### src/rtl/cnn_seq_pkg.sv
// cnn_seq_pkg: shared types and default sizes for the CNN multi-layer sequencer.
//   seq_state_e  - sequencer FSM states
//   desc_word_t  - descriptor table word (layer base address)
package cnn_seq_pkg;

    localparam int unsigned MAX_LAYERS_DEF = 8;
    localparam int unsigned TO_W_DEF       = 16;
    localparam int unsigned DESC_W         = 32;

    typedef logic [DESC_W-1:0] desc_word_t;

    typedef enum logic [2:0] {
        IDLE,
        LOAD,
        START,
        WAIT,
        NEXT,
        DONE,
        ERR
    } seq_state_e;

endpackage

### src/rtl/cnn_layer_seq_if.sv
// cnn_layer_seq_if: sequencer <-> CNN core layer handshake.
//   layer_start - one-cycle start pulse to the core
//   layer_idx   - index of the current layer
//   layer_base  - base address of the current layer
//   layer_done  - per-layer completion from the core (pulse or level)
// Modports: master = sequencer side, slave = core side.
interface cnn_layer_seq_if #(
    parameter int unsigned IDX_W = 3
);
    logic                   layer_start;
    logic [IDX_W-1:0]       layer_idx;
    cnn_seq_pkg::desc_word_t layer_base;
    logic                   layer_done;

    modport master (
        output layer_start,
        output layer_idx,
        output layer_base,
        input  layer_done
    );

    modport slave (
        input  layer_start,
        input  layer_idx,
        input  layer_base,
        output layer_done
    );
endinterface

### src/rtl/cnn_seq_watchdog.sv
// cnn_seq_watchdog: per-layer wait watchdog, built only with CNN_SEQ_TIMEOUT_EN.
//   clk, rst - clock, synchronous active-high reset
//   clr      - hold the count at zero (asserted outside WAIT)
//   cnt_en   - count this cycle (asserted in WAIT)
//   limit    - expiry limit in WAIT cycles; 0 disables
//   expire   - this WAIT cycle is the limit-th one
module cnn_seq_watchdog #(
    parameter int unsigned TO_W = 16
) (
    input  logic            clk,
    input  logic            rst,
    input  logic            clr,
    input  logic            cnt_en,
    input  logic [TO_W-1:0] limit,
    output logic            expire
);

    logic [TO_W-1:0] cnt_q;
    logic [TO_W-1:0] cnt_d;

    // cnt_d is the number of WAIT cycles elapsed including the current one
    always_comb begin
        cnt_d = cnt_q;
        if (clr) begin
            cnt_d = '0;
        end else if (cnt_en) begin
            cnt_d = cnt_q + TO_W'(1);
        end
    end

    assign expire = cnt_en & ~clr & (limit != '0) & (cnt_d == limit);

    always_ff @(posedge clk) begin
        if (rst) begin
            cnt_q <= '0;
        end else begin
            cnt_q <= cnt_d;
        end
    end

endmodule

### src/rtl/cnn_layer_seq.sv
// cnn_layer_seq: multi-layer sequencer between the CNN control block and the core.
// On a rising edge of enable it issues one start pulse per layer with that layer's
// base address from a small descriptor table, waiting for layer_done between layers,
// then sets the sticky seq_done flag.
// Ports:
//   clk, rst        - clock, synchronous active-high reset
//   enable          - launch on 0->1 transition
//   abort           - synchronous return to IDLE
//   num_layers      - layer count (0..MAX_LAYERS, larger values clamp), sampled at launch
//   desc_we/waddr/wdata - descriptor table write port
//   timeout_cycles  - per-layer watchdog limit, 0 disables
//   core            - layer handshake (layer_start/idx/base out, layer_done in)
//   seq_busy        - high outside IDLE
//   seq_done        - sticky sequence-complete flag
//   seq_err         - sticky watchdog-expired flag
// Build option: define CNN_SEQ_TIMEOUT_EN to include the per-layer watchdog;
// otherwise seq_err is tied low and timeout_cycles is unused.
module cnn_layer_seq
    import cnn_seq_pkg::*;
#(
    parameter  int unsigned MAX_LAYERS = MAX_LAYERS_DEF,
    parameter  int unsigned TO_W       = TO_W_DEF,
    localparam int unsigned IDX_W      = $clog2(MAX_LAYERS),
    localparam int unsigned CNT_W      = IDX_W + 1
) (
    input  logic             clk,
    input  logic             rst,
    input  logic             enable,
    input  logic             abort,
    input  logic [CNT_W-1:0] num_layers,
    input  logic             desc_we,
    input  logic [IDX_W-1:0] desc_waddr,
    input  desc_word_t       desc_wdata,
    input  logic [TO_W-1:0]  timeout_cycles,
    cnn_layer_seq_if.master  core,
    output logic             seq_busy,
    output logic             seq_done,
    output logic             seq_err
);

    seq_state_e       state_q, state_d;
    logic             enable_q;
    logic [IDX_W-1:0] idx_q, idx_d;
    logic [CNT_W-1:0] count_q, count_d;
    desc_word_t       base_q, base_d;
    logic             start_q, start_d;
    logic             busy_q, busy_d;
    logic             done_q, done_d;
    desc_word_t       desc_tab_q [MAX_LAYERS];

    logic             launch_c;
    logic             last_c;
    logic [CNT_W-1:0] num_clamped_c;
    logic             wd_expire;

    assign launch_c      = enable & ~enable_q;
    assign num_clamped_c = (num_layers > CNT_W'(MAX_LAYERS)) ? CNT_W'(MAX_LAYERS) : num_layers;
    assign last_c        = ((CNT_W'(idx_q) + CNT_W'(1)) == count_q);

`ifdef CNN_SEQ_TIMEOUT_EN
    logic err_q, err_d;

    cnn_seq_watchdog #(
        .TO_W (TO_W)
    ) u_watchdog (
        .clk    (clk),
        .rst    (rst),
        .clr    (state_q != WAIT),
        .cnt_en (state_q == WAIT),
        .limit  (timeout_cycles),
        .expire (wd_expire)
    );
`else
    logic unused_timeout;

    assign wd_expire      = 1'b0;
    assign unused_timeout = ^timeout_cycles;
`endif

    // Next-state and next-output logic; outputs are registered from the next state
    always_comb begin
        state_d = state_q;
        idx_d   = idx_q;
        count_d = count_q;
        base_d  = base_q;
        done_d  = done_q;
`ifdef CNN_SEQ_TIMEOUT_EN
        err_d   = err_q;
`endif
        if (abort) begin
            state_d = IDLE;
            idx_d   = '0;
        end else begin
            case (state_q)
                IDLE: begin
                    if (launch_c) begin
                        done_d  = 1'b0;
`ifdef CNN_SEQ_TIMEOUT_EN
                        err_d   = 1'b0;
`endif
                        count_d = num_clamped_c;
                        idx_d   = '0;
                        state_d = (num_clamped_c == '0) ? DONE : LOAD;
                    end
                end
                LOAD: begin
                    // Reads the pre-write table contents, so a same-cycle write is not seen
                    base_d  = desc_tab_q[idx_q];
                    state_d = START;
                end
                START: state_d = WAIT;
                WAIT: begin
                    // layer_done wins over a simultaneous watchdog expiry
                    if (core.layer_done) begin
                        state_d = NEXT;
                    end else if (wd_expire) begin
                        state_d = ERR;
                    end
                end
                NEXT: begin
                    if (last_c) begin
                        state_d = DONE;
                    end else begin
                        idx_d   = idx_q + IDX_W'(1);
                        state_d = LOAD;
                    end
                end
                DONE: begin
                    done_d  = 1'b1;
                    state_d = IDLE;
                end
                ERR: begin
`ifdef CNN_SEQ_TIMEOUT_EN
                    err_d   = 1'b1;
`endif
                    state_d = IDLE;
                end
                default: state_d = IDLE;
            endcase
        end
        start_d = (state_d == START);
        busy_d  = (state_d != IDLE);
    end

    // State and output registers
    always_ff @(posedge clk) begin
        if (rst) begin
            state_q  <= IDLE;
            enable_q <= 1'b0;
            idx_q    <= '0;
            count_q  <= '0;
            base_q   <= '0;
            start_q  <= 1'b0;
            busy_q   <= 1'b0;
            done_q   <= 1'b0;
`ifdef CNN_SEQ_TIMEOUT_EN
            err_q    <= 1'b0;
`endif
        end else begin
            state_q  <= state_d;
            enable_q <= enable;
            idx_q    <= idx_d;
            count_q  <= count_d;
            base_q   <= base_d;
            start_q  <= start_d;
            busy_q   <= busy_d;
            done_q   <= done_d;
`ifdef CNN_SEQ_TIMEOUT_EN
            err_q    <= err_d;
`endif
        end
    end

    // Descriptor table: not reset, writable in every state
    always_ff @(posedge clk) begin
        if (desc_we) begin
            desc_tab_q[desc_waddr] <= desc_wdata;
        end
    end

    assign core.layer_start = start_q;
    assign core.layer_idx   = idx_q;
    assign core.layer_base  = base_q;
    assign seq_busy         = busy_q;
    assign seq_done         = done_q;
`ifdef CNN_SEQ_TIMEOUT_EN
    assign seq_err          = err_q;
`else
    assign seq_err          = 1'b0;
`endif

endmodule
### src/flat_wrapper.sv
// flat-port wrapper written by rule: the top's interface ports become plain ports
module cnn_layer_seq_flat import cnn_seq_pkg::*;
#(
    parameter  int unsigned MAX_LAYERS = MAX_LAYERS_DEF,
    parameter  int unsigned TO_W       = TO_W_DEF,
    localparam int unsigned IDX_W      = $clog2(MAX_LAYERS),
    localparam int unsigned CNT_W      = IDX_W + 1
)
  (clk, rst, enable, abort, num_layers, desc_we, desc_waddr, desc_wdata, timeout_cycles, seq_busy, seq_done, seq_err, core_layer_start, core_layer_idx, core_layer_base, core_layer_done);
  cnn_layer_seq_if core_i ();
  input  logic clk;
  input  logic rst;
  input  logic enable;
  input  logic abort;
  input  logic [CNT_W-1:0] num_layers;
  input  logic desc_we;
  input  logic [IDX_W-1:0] desc_waddr;
  input  desc_word_t desc_wdata;
  input  logic [TO_W-1:0] timeout_cycles;
  output logic seq_busy;
  output logic seq_done;
  output logic seq_err;
  output wire logic [$bits(core_i.layer_start)-1:0] core_layer_start;
  output wire logic [$bits(core_i.layer_idx)-1:0] core_layer_idx;
  output wire logic [$bits(core_i.layer_base)-1:0] core_layer_base;
  input wire logic [$bits(core_i.layer_done)-1:0] core_layer_done;
  assign core_layer_start = core_i.layer_start;
  assign core_layer_idx = core_i.layer_idx;
  assign core_layer_base = core_i.layer_base;
  assign core_i.layer_done = core_layer_done;
  cnn_layer_seq #(.MAX_LAYERS(MAX_LAYERS), .TO_W(TO_W)) u_core (.clk(clk), .rst(rst), .enable(enable), .abort(abort), .num_layers(num_layers), .desc_we(desc_we), .desc_waddr(desc_waddr), .desc_wdata(desc_wdata), .timeout_cycles(timeout_cycles), .core(core_i), .seq_busy(seq_busy), .seq_done(seq_done), .seq_err(seq_err));
endmodule
### config.mk
export PLATFORM = sky130hd
export DESIGN_NAME = cnn_layer_seq_flat
export DESIGN_NICKNAME = d
export VERILOG_FILES = /design/src/rtl/cnn_seq_pkg.sv /design/src/rtl/cnn_layer_seq_if.sv /design/src/rtl/cnn_seq_watchdog.sv /design/src/rtl/cnn_layer_seq.sv /design/src/flat_wrapper.sv
export SDC_FILE = /design/constraint.sdc
export NUM_CORES = 1
export LEC_CHECK = 0
export CORE_MARGIN = 4
export CORE_UTILIZATION = 52
export CTS_CLUSTER_DIAMETER = 150
export DETAILED_ROUTE_END_ITERATION = 10
export GPL_TIMING_DRIVEN = 0
export PLACE_DENSITY = 0.74
export SYNTH_ARGS = -nofsm -noshare
export SYNTH_HDL_FRONTEND = slang
export SYNTH_SLANG_ARGS = --single-unit
### constraint.sdc
create_clock -name clk -period 3.79 [get_ports clk]
set_clock_uncertainty 0.2 [all_clocks]
set_input_delay 0.758 -clock clk [delete_from_list [all_inputs] [get_ports clk]]
set_output_delay 0.758 -clock clk [all_outputs]
set_load 0.1 [all_outputs]
==> results.yml, run 1 <==
run_status:
  status: "completed"
layout:
  drive_above_1_share: 0.220
  final_cells: 999
  design_area_um2: 13800
  fillers: 1387
  diodes: 0
  final_common_cell: "edfxtp_1"
  area_delta_synth_final_pct: 20.8
  mostFrequentLayoutCells: "256 x edfxtp_1, 81 x clkdlybuf4s50_1, 64 x mux4_2"
  final_nets: 763
  fin_util: 0.648
cts:
  numCtsBuffers: 30
  clock_sinks: 302
  clk_pin_slew_worst_paths_ps: 60
  cts_resized: 0
  cts_setup_buffers: 0
  cts_tree: "built"
  cts_buffer_depth: 3
  postCtsHoldBufs: 0
  h-tree-depth: 1
  worstSkewPairLatency_ps: 550
  root_buffer: "clkbuf_16"
sta:
  hold_viol_final: 0
  tns_ps: 0
  maxSlewHeadroom: 0.330
  fmax_ghz: 0.316
  hold_ws_ps: 300
  fin_crit_sh: 0.835
  slew_viol_final: 0
  worst_pin_slew_ps: 1000
  period_needed_ps: 3170
  rsz0062_at_grt: "no"
  setup_viol: 0
  worst_slack_ps: 624
place:
  placed_area_um2: 12900
  pre_cts_ws_ps: 561
  post-dp-hpwl_um: 15100
  dp_cells: 944
  port_buffers: 81
  place_congestion: 0.792
logic_synthesis:
  yosysWarnings: 0
  synth_edf_count: 256
  synth_cell_types: 45
  synthCells: 576
  synth_fp_nets: 638
  ys_ff_latch: 302
  synth-async-reset-ratio: 0
  avgSynthCellArea_um2: 19.8
  synth_ff_type: "edfxtp_1"
  syn_area_um2: 11400
  ys_seq_area_frac: 0.754
hold_path:
  holdCritPathClass: "reg -> reg"
route:
  wirelength_um: 24600
  ant_nets: 0
  vias: 5951
  drt_pass1_iterations: 4
  drt_iter0_drc: 529
  post_drt_wl_per_cell_um: 24.6
  viasPerCell: 5.96
  drc: 0
die:
  core_area_um2: 21300
  start_util: 0.536
  pin_count: 100
  rows: 53
  die_h_um: 156
  fp.dieW_um: 156
  dieArea_um2: 24400
global_routing:
  grt_max_degree: 23
  grt.met1_usage: 0.277
  antenna_found_initial: 0
  track_usage: 0.204
  grtUsageMet2: 0.349
  grt_pass1_vias: 6269
  grt_pass1_wl_um: 37300
  gr-usage-met3: 0.0355
  grt_remaining_overflow: 0
  grt-busiest-layer: "met2"
setup_path:
  crit_required_ps: 2830
  cp_cell_sequence: "clkdlybuf4s50_1"
  worst_setup_path_end_kind: "primary output"
  critPathLaunchType: "flop"
  worstPathMaxFanout: 6
  crit_type: "reg -> out"
  worst_path_largest_cell_delay_ps: 1190
  cp_top_family: "buffers and inverters"
  arrival_ps: 2210
  worst_path_max_delay_cell: "clkdlybuf4s50_1"
  crit_buf_inv: 1
power_and_ir_drop:
  p_leak_nw: 4.34
  power_mw: 6.88
  peakVddDrop_uv: 414
  power_density_nw_per_um2: 499
flow_run:
  drv_cap: 0
## power by group
part | leakage (nW) | switching [mW] | internal, mW
Sequential | 2.70 | 0.0335 | 3.71
Clock | 0.463 | 1.19 | 1.59
Combinational | 1.18 | 0.237 | 0.124
## worst paths after layout
check                           cells past startpoint                    endpoint  slack [ps]                      start
worst max-delay path                                1           core_layer_idx[1]         620   u_core.core.layer_idx[1]
worst min-delay path                                2   u_core.core.layer_base[9]         300  u_core.core.layer_base[9]
worst max register to register                      4  u_core.core.layer_base[31]        1520   u_core.core.layer_idx[1]
worst min register to register                      2   u_core.core.layer_base[9]         300  u_core.core.layer_base[9]
## layout make-up
| class | count | area [um2] | share of cell area |
|---|---|---|---|
| inverters | 1 | 3.75 | 0.000272 |
| flip-flops and latches | 302 | 8610 | 0.624 |
| clock buffers | 40 | 818 | 0.0593 |
| clock inverters | 15 | 116 | 0.00844 |
| repair buffers | 93 | 1030 | 0.0750 |
| plain buffers | 33 | 203 | 0.0147 |
| multi-input cells | 240 | 2660 | 0.193 |
| well taps | 275 | 344 | 0.0250 |
## synth_stat cells (4+ instances only)
library cell	count	area share
clkbuf_1	9	0.0030
buf_4	4	0.0026
nand2_1	8	0.0026
a21oi_1	12	0.0053
edfxtp_1	256	0.67
mux2i_1	32	0.028
dfxtp_1	46	0.081
nor2_1	48	0.016
buf_2	13	0.0057
mux4_2	64	0.13
a211oi_1	32	0.021
## registers in the layout, indices dropped and copies added (netlist names), 3 cells and up
name                    count
u_core.count_q              4
u_core.core.layer_base     32
u_core.desc_tab_q         256
u_core.core.layer_idx       3
u_core.state_q              3
## per-layer routing
| layer | up-vias | wire [um] |
|---|---|---|
| met4 | 0 | 525 |
| li1 | 2603 | - |
| met2 | 237 | 12600 |
| met3 | 43 | 1780 |
| met5 | - | 0 |
| met1 | 3068 | 9700 |
## cell families (layout without fill, tap and decap cells)
logic type / after synthesis / after routing / synth area share
flip-flops: 302 / 302 / 0.754
multiplexers: 96 / 96 / 0.154
AND/OR/NAND/NOR: 84 / 84 / 0.0369
AO/OA/AOI/OAI: 55 / 55 / 0.0329
buffers and inverters: 34 / 182 / 0.0181
XOR/XNOR: 3 / 3 / 0.00230
adder cells (fa/ha/maj): 1 / 1 / 0.00110
other: 1 / 1 / 0.000328
No activity file was read; power rests on OpenSTA's default activity.
==> inputs of run 2 (changes only) <==
- clock period: 3.79 -> 2.8 ns (I/O delays scaled with it)
==> results.yml, run 2 (synthesis results as in run 1) <==
run_status:
  status: "completed"
layout:
  largest_reg_flops: 256
  final_nets: 761
  area_delta_synth_final_pct: 20.7
  largest-register: "u_core.desc_tab_q"
  final_cells: 997
  drive_above_1_share: 0.216
  diodes: 0
  final_common_cell: "edfxtp_1"
  fin_util: 0.648
  design_area_um2: 13800
  mostFrequentLayoutCells: "256 x edfxtp_1, 64 x mux4_2, 50 x clkdlybuf4s50_1"
  fillers: 1407
flow_run:
  drv_cap: 0
cts:
  cts_tree: "built"
  h-tree-depth: 1
  clk_pin_slew_worst_paths_ps: 60
  root_buffer: "clkbuf_16"
  postCtsHoldBufs: 0
  cts_buffer_depth: 3
  clock_sinks: 302
  cts_resized: 21
  cts_setup_buffers: 0
  numCtsBuffers: 30
  worstSkewPairLatency_ps: 540
die:
  die_h_um: 156
  dieArea_um2: 24400
  start_util: 0.536
  core_area_um2: 21300
  rows: 53
  fp.dieW_um: 156
  pin_count: 100
global_routing:
  grt_remaining_overflow: 0
  grt_pass1_vias: 6303
  antenna_found_initial: 0
  track_usage: 0.196
  grt_pass1_wl_um: 36200
  grt_max_degree: 23
power_and_ir_drop:
  peakVddDrop_uv: 513
  power_mw: 9.33
  power_density_nw_per_um2: 677
  p_leak_nw: 4.61
route:
  drt_pass1_iterations: 5
  viasPerCell: 5.93
  drc: 0
  wirelength_um: 23700
  ant_nets: 0
  drt_iter0_drc: 567
  post_drt_wl_per_cell_um: 23.8
  vias: 5915
sta:
  setup_viol: 0
  hold_ws_ps: 245
  worst_slack_ps: 37.2
  tns_ps: 0
  rsz0062_at_grt: "no"
  worst_pin_slew_ps: 989
  fin_crit_sh: 0.987
  hold_viol_final: 0
  maxSlewHeadroom: 0.343
  slew_viol_final: 0
  period_needed_ps: 2760
  fmax_ghz: 0.362
setup_path:
  r2r-start: "u_core.core.layer_idx[1]"
  crit_required_ps: 2040
  worst_path_largest_cell_delay_ps: 1130
  worstPathMaxFanout: 2
  worst_path_max_delay_cell: "clkdlybuf4s50_1"
  cp_cell_sequence: "clkdlybuf4s50_1"
  crit_type: "reg -> out"
  arrival_ps: 2000
  crit_buf_inv: 1
  cp_top_family: "buffers and inverters"
  critPathLaunchType: "flop"
  critPathLaunch: "u_core.core.layer_base[11]"
  worst_setup_path_end_kind: "primary output"
hold_path:
  min_from: "rst"
  holdCritPathClass: "in -> reg"
place:
  placed_area_um2: 12800
  place_congestion: 0.822
  pre_cts_ws_ps: -39.8
  port_buffers: 81
  dp_cells: 942
  post-dp-hpwl_um: 14700
[run 2: path summary, 6_finish.rpt]
| kind | end | slack [ps] | cells after the start |
|---|---|---|---|
| worst max-delay path | core_layer_base[11] | 40 | 1 |
| worst min-delay path | u_core.enable_q | 250 | 2 |
| worst max register to register | u_core.core.layer_base[22] | 550 | 4 |
| worst min register to register | u_core.core.layer_base[28] | 300 | 2 |
[run 2: per-layer routing]
metal,track usage,routed length [um],vias up
li1,-,-,2588
met1,0.282,9890,3084
met2,0.321,11900,202
met3,0.0291,1480,41
met4,0.0492,444,0
met5,0,0,-
[run 2: layout make-up]
cell class              count  area [um2]  share of cell area
clock inverters            13        85.1             0.00617
flip-flops and latches    302        8610               0.624
multi-input cells         240        2670               0.194
plain buffers              33         203              0.0147
repair buffers             91        1010              0.0736
inverters                   1        3.75            0.000272
well taps                 275         344              0.0250
clock buffers              42         857              0.0622
[run 2: power breakdown]
part | leakage, nW | total, mW | internal, mW | switching, mW
logic | 1.45 | 0.478 | 0.160 | 0.319
registers | 2.70 | 5.07 | 5.02 | 0.0428
clock network | 0.471 | 3.78 | 2.21 | 1.57
total | 4.61 | 9.33 | 7.39 | 1.93
